## src/rtl/codec_cfg_sequencer.sv

```systemverilog
// WM8731 configuration sequencer: walks the register table through the I2C frame transmitter with retry, then serves runtime writes.
// Optional macro CODEC_CFG_SOFT_RESET_EN prepends a codec soft-reset write (16'h1E00) to the table.
module codec_cfg_sequencer #(
    parameter logic [7:0]  DEV_ADDR       = 8'h34,
    parameter int unsigned SETTLE_CYCLES  = 50000,
    parameter int unsigned GAP_CYCLES     = 2500,
    parameter int unsigned TIMEOUT_CYCLES = 100000,
    parameter int unsigned RETRY_MAX      = 3
) (
    input  logic        CLOCK_50,
    input  logic        reset,
    output logic [23:0] o_i2c_data,
    output logic        o_i2c_go,
    input  logic        i_i2c_end,
    input  logic        i_i2c_ack,
    input  logic        i_restart,
    input  logic        i_wr_valid,
    input  logic [6:0]  i_wr_addr,
    input  logic [8:0]  i_wr_data,
    output logic        o_wr_ready,
    output logic        o_busy,
    output logic        o_config_done,
    output logic        o_error,
    output logic [3:0]  o_index
);

`ifdef CODEC_CFG_SOFT_RESET_EN
    localparam logic [3:0] LAST_IDX = 4'd10;
`else
    localparam logic [3:0] LAST_IDX = 4'd9;
`endif

    typedef enum logic [2:0] {
        S_SETTLE, S_LOAD, S_SEND, S_WAIT, S_CHECK, S_GAP, S_DONE, S_ERROR
    } state_t;

    state_t      state, state_nxt;
    logic [31:0] cnt;
    logic [31:0] retry_cnt;
    logic        retry_pend;
    logic        ack_q;
    logic        rt_flag;
    logic [6:0]  wr_addr_q;
    logic [8:0]  wr_data_q;

    // Each word is {reg_addr[6:0], reg_data[8:0]}
    function automatic logic [15:0] table_word(input logic [3:0] idx);
        logic [15:0] w;
        case (idx)
`ifdef CODEC_CFG_SOFT_RESET_EN
            4'd0:    w = 16'h1E00;
            4'd1:    w = 16'h001A;
            4'd2:    w = 16'h021A;
            4'd3:    w = 16'h047B;
            4'd4:    w = 16'h067B;
            4'd5:    w = 16'h08F8;
            4'd6:    w = 16'h0A06;
            4'd7:    w = 16'h0C00;
            4'd8:    w = 16'h0E01;
            4'd9:    w = 16'h1002;
            4'd10:   w = 16'h1201;
`else
            4'd0:    w = 16'h001A;
            4'd1:    w = 16'h021A;
            4'd2:    w = 16'h047B;
            4'd3:    w = 16'h067B;
            4'd4:    w = 16'h08F8;
            4'd5:    w = 16'h0A06;
            4'd6:    w = 16'h0C00;
            4'd7:    w = 16'h0E01;
            4'd8:    w = 16'h1002;
            4'd9:    w = 16'h1201;
`endif
            default: w = 16'h0000;
        endcase
        return w;
    endfunction

    always_ff @(posedge CLOCK_50 or posedge reset) begin
        if (reset) state <= S_SETTLE;
        else       state <= state_nxt;
    end

    always_comb begin
        state_nxt = state;
        case (state)
            S_SETTLE: if (cnt == SETTLE_CYCLES) state_nxt = S_LOAD;
            S_LOAD:   state_nxt = S_SEND;
            S_SEND:   state_nxt = S_WAIT;
            S_WAIT:   if (i_i2c_end || (cnt == TIMEOUT_CYCLES - 1)) state_nxt = S_CHECK;
            S_CHECK: begin
                if (ack_q || (retry_cnt < RETRY_MAX)) state_nxt = S_GAP;
                else                                  state_nxt = S_ERROR;
            end
            S_GAP: begin
                if (cnt == GAP_CYCLES) begin
                    if (retry_pend)                          state_nxt = S_LOAD;
                    else if (rt_flag || o_index == LAST_IDX) state_nxt = S_DONE;
                    else                                     state_nxt = S_LOAD;
                end
            end
            S_DONE: begin
                if (i_restart)       state_nxt = S_SETTLE;
                else if (i_wr_valid) state_nxt = S_LOAD;
            end
            S_ERROR:  if (i_restart) state_nxt = S_SETTLE;
            default:  state_nxt = S_SETTLE;
        endcase
    end

    // The shared counter restarts on every state change, so SETTLE, WAIT and GAP each begin at zero.
    always_ff @(posedge CLOCK_50 or posedge reset) begin
        if (reset) begin
            cnt           <= 32'd0;
            retry_cnt     <= 32'd0;
            retry_pend    <= 1'b0;
            ack_q         <= 1'b0;
            rt_flag       <= 1'b0;
            wr_addr_q     <= 7'd0;
            wr_data_q     <= 9'd0;
            o_i2c_data    <= 24'd0;
            o_config_done <= 1'b0;
            o_index       <= 4'd0;
        end else begin
            if (state_nxt != state || state == S_DONE || state == S_ERROR) cnt <= 32'd0;
            else                                                         cnt <= cnt + 32'd1;

            case (state)
                S_LOAD: begin
                    o_i2c_data <= {DEV_ADDR, rt_flag ? {wr_addr_q, wr_data_q} : table_word(o_index)};
                end
                S_WAIT: begin
                    if (i_i2c_end)                      ack_q <= i_i2c_ack;
                    else if (cnt == TIMEOUT_CYCLES - 1) ack_q <= 1'b0;
                end
                S_CHECK: begin
                    if (ack_q) begin
                        retry_cnt  <= 32'd0;
                        retry_pend <= 1'b0;
                    end else if (retry_cnt < RETRY_MAX) begin
                        retry_cnt  <= retry_cnt + 32'd1;
                        retry_pend <= 1'b1;
                    end
                end
                S_GAP: begin
                    if (cnt == GAP_CYCLES && !retry_pend) begin
                        if (rt_flag || o_index == LAST_IDX) begin
                            o_config_done <= 1'b1;
                            rt_flag       <= 1'b0;
                        end else begin
                            o_index <= o_index + 4'd1;
                        end
                    end
                end
                S_DONE: begin
                    // Restart takes priority; a write arriving in the same cycle is dropped.
                    if (i_restart) begin
                        o_config_done <= 1'b0;
                        o_index       <= 4'd0;
                        retry_cnt     <= 32'd0;
                        retry_pend    <= 1'b0;
                    end else if (i_wr_valid) begin
                        wr_addr_q <= i_wr_addr;
                        wr_data_q <= i_wr_data;
                        rt_flag   <= 1'b1;
                    end
                end
                S_ERROR: begin
                    if (i_restart) begin
                        o_config_done <= 1'b0;
                        o_index       <= 4'd0;
                        retry_cnt     <= 32'd0;
                        retry_pend    <= 1'b0;
                        rt_flag       <= 1'b0;
                    end
                end
                default: ;
            endcase
        end
    end

    always_comb begin
        o_i2c_go   = (state == S_SEND);
        o_wr_ready = (state == S_DONE);
        o_error    = (state == S_ERROR);
        o_busy     = (state != S_DONE) && (state != S_ERROR);
    end

endmodule
```

## config.mk

```make
export PLATFORM = sky130hd
export DESIGN_NAME = codec_cfg_sequencer
export DESIGN_NICKNAME = d
export VERILOG_FILES = /design/src/rtl/codec_cfg_sequencer.sv
export SDC_FILE = /design/constraint.sdc
export NUM_CORES = 1
export LEC_CHECK = 0
export ABC_AREA = 1
export CORE_MARGIN = 2
export CORE_UTILIZATION = 52
export CTS_CLUSTER_DIAMETER = 60
export DETAILED_ROUTE_END_ITERATION = 10
export HOLD_SLACK_MARGIN = 0.02
export PLACE_DENSITY = 0.88
export SETUP_SLACK_MARGIN = 0.1
export SLEW_MARGIN = 10
export SYNTH_ARGS = -nofsm -noshare
export SYNTH_HDL_FRONTEND = slang
export SYNTH_SLANG_ARGS = --single-unit
```

## constraint.sdc

```tcl
create_clock -name CLOCK_50 -period 3.6 [get_ports CLOCK_50]
set_input_delay 0.72 -clock CLOCK_50 [delete_from_list [all_inputs] [get_ports CLOCK_50]]
set_output_delay 0.72 -clock CLOCK_50 [all_outputs]
set_load 0.02 [all_outputs]
```

* Word level (Yosys, flattened, before mapping) *
Memories as Yosys holds them, arrays and structs flattened.
Index checks and enable logic that the tools add are counted.

storage, ports and cells
  register bits after elaboration = 108
  bits in read-only memories = 192
  memories = 1

memory list
  name             depth  bits a word  read ports  clocked after memory_dff  wr ports  line  text
  (no name shown)  16     12           1           0                         0         49    case (idx)

cells by class
  $lt $le $gt $ge = 1
  bitwise operators = 1
  reduce and logical (&&, ||, !) cells = 20
  mux-type cells = 34
  eq/ne operators = 22
  add/subtract/negate cells = 3

operators by type and width
  cell                     number
  $mux W32                 4
  $add A32 B1 Y32 const B  2
  $pmux W32 S2             1
  $eq A32 B12 Y1 const B   1
  $eq A32 B16 Y1 const B   1
  $eq A32 B17 Y1 const B   1
  $lt A32 B2 Y1 const B    1
  $mux W3                  8
  $pmux W3 S8              1
  $mux W16                 1
  $eq A3 B3 Y1 const B     4
  $mux W4                  3
  $ne A2 B2 Y1 const B     6
  $mux W1                  11
  $ne A3 B3 Y1 const B     3
  $pmux W4 S2              1
  $reduce_and A4 Y1        2
  $eq A3 B2 Y1 const B     2
  $reduce_and A3 Y1        2
  $reduce_and A6 Y1        1
  $reduce_bool A2 Y1       3
  $logic_or A1 B1 Y1       5
  $add A4 B1 Y4 const B    1
  $eq A4 B4 Y1 const B     1
  other kinds (13)         15

* Depth between registers and ports, before layout *
  word-level depth = 10
  depth in mapped cells = 15
  mapped depth without buffers = 14

* Worst setup path after synthesis *
No wires, ideal clock.

  kind = flip-flop to flip-flop
  start point = reg o_index[1]
  end point = reg cnt[18]
  required time = 3472 ps
  path slack = 1652 ps
  path buffers = 1
  data arrival time = 1821 ps
  cell stages (with the launch flop) = 13
  clock period less this slack = 1948 ps
  cell sequence = dfrtp_1 -> inv_1 -> ha_1 -> nand3_1 -> a21oi_1 -> nand3_1 -> a21oi_1 -> nand2_2 -> nand2_1 -> nand2_2 -> nand3_4 -> buf_12 -> nor2_4

on the way
  longest elaborated chain between the ends = 10

ends and longest elaborated chain
  item                              line  text
  start: declaration                24    output logic [3:0] o_index
  start signal: assignment          151   o_index <= o_index + 4'd1;
  $eq A4 B4 Y1                      98    else if (rt_flag || o_index == LAST_IDX) state_nxt = S_DONE;
  $logic_or A1 B1 Y1                98
  $mux W3                           98
  $mux W3                           97    if (retry_pend) state_nxt = S_LOAD;
  $mux W3                           96    if (cnt == GAP_CYCLES) begin
  $pmux W3 S8                       86    case (state)
  $ne A3 B3 Y1                      125   if (state_nxt != state || state == S_DONE || state == S_ERROR) cnt <= 32'd0;
  $logic_or A1 B1 Y1 (2 in series)  125
  $mux W32                          125
  end signal: assignment            126   else cnt <= cnt + 32'd1;
  end: declaration                  38    logic [31:0] cnt;

No other way between the ends.
A chain may end at the register's enable or synchronous reset.

* Worst setup path in the final report *
  start point = reg state[2]
  end point = out o_i2c_go

on the way
  longest elaborated chain between the ends = 1

ends and longest elaborated chain
  item                      line  text
  start: declaration        37    state_t state, state_nxt;
  start signal: assignment  81    else state <= state_nxt;
  $eq A3 B2 Y1              183   o_i2c_go = (state == S_SEND);
  end: declaration          13    output logic o_i2c_go,

No other way between the ends.

==> reports/qor_table.md <==
| Stage | Result | This run |
| --- | --- | --- |
| clock network | Clock buffers created by TritonCTS | 9 |
| worst setup path | Kind of launch point of the worst setup path | flop |
| routing | Number of violations reported at the end of detailed-routing iteration 0 | 355 |
| synthesis | Area fraction in compound gates after synthesis | 4.46% |
| clock network | Worst-skew pair later-pin latency | 0.38 ns |
| worst setup path | Flop2flop setup slack | 0.98 ns |
| placed design | Cell Area, Placed | 6180 um2 |
| timing | Layout Skew | 0.0202 ns |
| synthesis | Fraction of synthesis flops using an asynchronous set or reset pin | 100% |
| timing | Max_slew headroom | 63.8% |
| worst setup path | Worst r2r path cells | 10 |
| clock network | Root buffer cell | clkbuf_8 |
| placed design | Final GP Congestion | 0.976 |
| global routing | Global-route wire length before repair | 20.5 mm |
| synthesis | Number of instances in the synthesized netlist | 658 |
| synthesis | Parity-gate share of the synthesized area counting xor and xnor cells | 4.53% |
| die | Floorplan die area | 11600 um2 |
| power and ir drop | Power per cell area | 653 nW/um2 |
| timing | Unrepaired setup endpoints after global routing | false |
| synthesis | Portion of synthesized cell area occupied by the leading cell type | 48.2% |
| die | Number of cell rows | 37 |
| synthesis | Largest cells by area after synthesis | dfrtp_1 (48%), nand2_1 (9.8%), nor2_4 (6.8%), nor2_1 (5.6%), inv_1 (5.4%) |
| finish | Nets | 732 |
| timing | Worst-margin pin slew | 0.543 ns |
| finish | Layout overhead on the synthesized area | 13.8% |
| timing | Setup TNS | 0 ns |
| worst setup path | Required @ worst endpoint | 2.88 ns |
| outcome | Status | completed |
| timing | Share of the clock period used by the worst path | 73.8% |
| worst setup path | Largest fanout of any net on the critical path | 6 |
| placed design | Count of input and output buffers | 49 |
| routing | DRC Markers | 0 |
| min path | Hold WC Path Type | flop to flop |
| global routing | Number of global-route vias before repair | 4523 |
| clock network | Post-CTS setup repair buffer count | 0 |
| synthesis | Fraction of synthesized area in multiplexers | 0% |
| clock network | Maximum count of clock buffers along a single path | 2 |
| synthesis | Per-instance average area after synthesis | 8.52 um2 |
| timing | Clock period minus final worst setup slack | 2.66 ns |
| worst setup path | WS Path Type | flop to output port |
| timing | Count of pins over their slew limit | 0 |
| routing | Number of nets with antenna violations after detailed routing | 0 |
| synthesis | Share of synthesized cell area in full adder, half adder and majority cells | 1.34% |
| finish | Share of post-route cells with drive strength above 1 | 12.7% |
| global routing | Maximum number of pins on one net before global-route repair | 109 |
| synthesis | Warnings, synthesis | 0 |
| routing | Post-DR vias/cell | 5.27 |
| synthesis | Largest family of logic cells by synthesized area | simple AND/OR/NAND/NOR gates |
| power and ir drop | Leakage Power | 0.00287 uW |
| die | Ports | 55 |
| synthesis | Syn Std Cell Area | 5610 um2 |
| routing | Pre-antenna DRT Iters | 5 |
| flow run | Total of max-cap violations | 0 |
| routing | Total wirelength of the detailed-routed design | 11.8 mm |
| worst setup path | Type of destination of the critical path | output port |
| clock network | Number of clock sinks | 108 |
| finish | Utilization of the core after routing | 61.3% |
| synthesis | Count of distinct cell types in the synthesized netlist | 37 |
| worst setup path | Arrival time reported for the critical path endpoint | 1.94 ns |
| die | Area of the core region | 10400 um2 |
| clock network | Clock tree from TritonCTS | yes |
| timing | Max Freq | 376 MHz |
| synthesis | Register area share after synthesis | 48.2% |
| synthesis | EDFF count, synth | 0 |
| timing | Endpoints failing hold | 0 |
| routing | Detail-routed net length per standard cell | 13.9 um |
| synthesis | Most used flip-flop cell after synthesis | dfrtp_1 |
| die | Die Span X | 108 um |
| global routing | Total global routing track utilization | 22.1% |
| die | Initial Util | 53.8% |
| timing | Hold slack final | 0.497 ns |
| synthesis | Post-synthesis simple-gate area fraction | 31.9% |
| timing | Count of endpoints failing setup in the final report | 0 |
| routing | Overall via count from detail_route | 4452 |
| synthesis | Largest area contributor in the netlist | dfrtp_1 |
| clock network | Clock transition at the register clock pins on the worst setup and hold paths after CTS | 0.12 ns |
| power and ir drop | Highest ir drop seen on vdd | 0.892 mV |
| min path | Hold depth | 2 |
| global routing | Aggregate global routing overflow | 0 |
| clock network | Total of cells resized after clock tree synthesis | 0 |
| finish | Design Area, Final | 6380 um2 |
| placed design | Post-detail-place hpwl | 8.75 mm |
| clock network | Maximum level of the CTS H-tree | 3 |
| finish | Final antenna diode count | 0 |
| global routing | Initial antenna violation count | 0 |
| die | Die span in y | 108 um |
| synthesis | Post-synthesis register bit count | 108 |
| clock network | Post-cts hold buffer count | 0 |
[routing by layer]
layer | track usage [%] | vias up | wire length [um]
met1 | 28.5 | 2131 | 4730
li1 | - | 2121 | -
met4 | 8.06 | 0 | 289
met5 | 0 | - | 0
met3 | 4.24 | 30 | 706
met2 | 37.1 | 170 | 6060
[cell usage after synthesis (all sizes together), types with 4 or more instances]
| cell | n |
|---|---|
| nand2 | 152 |
| nor2 | 120 |
| dfrtp | 108 |
| inv | 97 |
| nand3 | 35 |
| xor2 | 27 |
| nor3 | 23 |
| o21ai | 21 |
| a21oi | 14 |
| buf | 13 |
| nand4 | 12 |
| clkbuf | 9 |
| ha | 6 |
| nor4 | 5 |
| a2bb2oi | 4 |
[area by class of cell]
type,instances,area [um2]
fill,858,4040
sequential,108,2700
multi-input combinational,435,2390
timing repair buffer,53,546
inverter,97,368
tap,136,170
clock buffer,10,138
clock inverter,6,67.6
[power by group]
part	total [uW]	internal [uW]	leakage [uW]	switching (uW)
logic	1730	616	0.00132	1110
clock network	734	290	0.000103	444
registers	1710	1470	0.00144	239
total	4170	2370	0.00287	1790
[worst max-delay path, cell delays in order, from the launching register on]
cell             delay, ns
dfrtp_1               0.49
inv_1                 0.16
nand2_1               0.09
nor2_1                0.19
clkdlybuf4s50_1       0.65
[state kept, by name (all words and copies together) (netlist names)]
signal / flops
wr_data_q: 9
o_index: 4
retry_pend: 1
wr_addr_q: 7
retry_cnt: 32
ack_q: 1
o_config_done: 1
rt_flag: 1
cnt: 32
state: 3
o_i2c_data: 17
[through the flow]
step / setup slack, ns / power (uW) / cells
2_1_floorplan: 1.58 / 3020 / 662
6_report: 0.943 / 4170 / 845
3_3_place_gp: 0.780 / 3370 / 829
4_1_cts: 0.961 / 4190 / 845
3_5_place_dp: 0.714 / 3450 / 829
5_1_grt: 0.771 / 4450 / 845
[cells in the final DEF, fill, tap and decap left out, drive strengths merged, types with 6 or more instances in the layout]
cell type and instances:
xor2 27, clkdlybuf4s50 49, ha 6, clkbuf 10, nand3 35, inv 98, nand4 12, nor2 120
o21ai 21, nand2 152, a21oi 14, nor3 23, dfrtp 108
[worst paths after layout]
kind / startpoint / end
setup / recovery: state[2] / o_i2c_go
hold reg to reg: wr_data_q[3] / wr_data_q[3]
max in group asynchronous: reset / cnt[9]
setup reg to reg: rt_flag / cnt[9]
min in group asynchronous: reset / o_i2c_data[2]
hold / removal: wr_data_q[3] / wr_data_q[3]
[kinds of logic (layout without fill, tap and decap cells)]
group,after synthesis,in the layout
AOI/OAI and AO/OA,44,44
adders and majority gates,6,6
other,1,5
buffers and inverters,119,166
and+or+nand+nor,351,351
xor gates and xnor gates,29,29
DFF,108,108
Power figures use the tool's default switching activity.
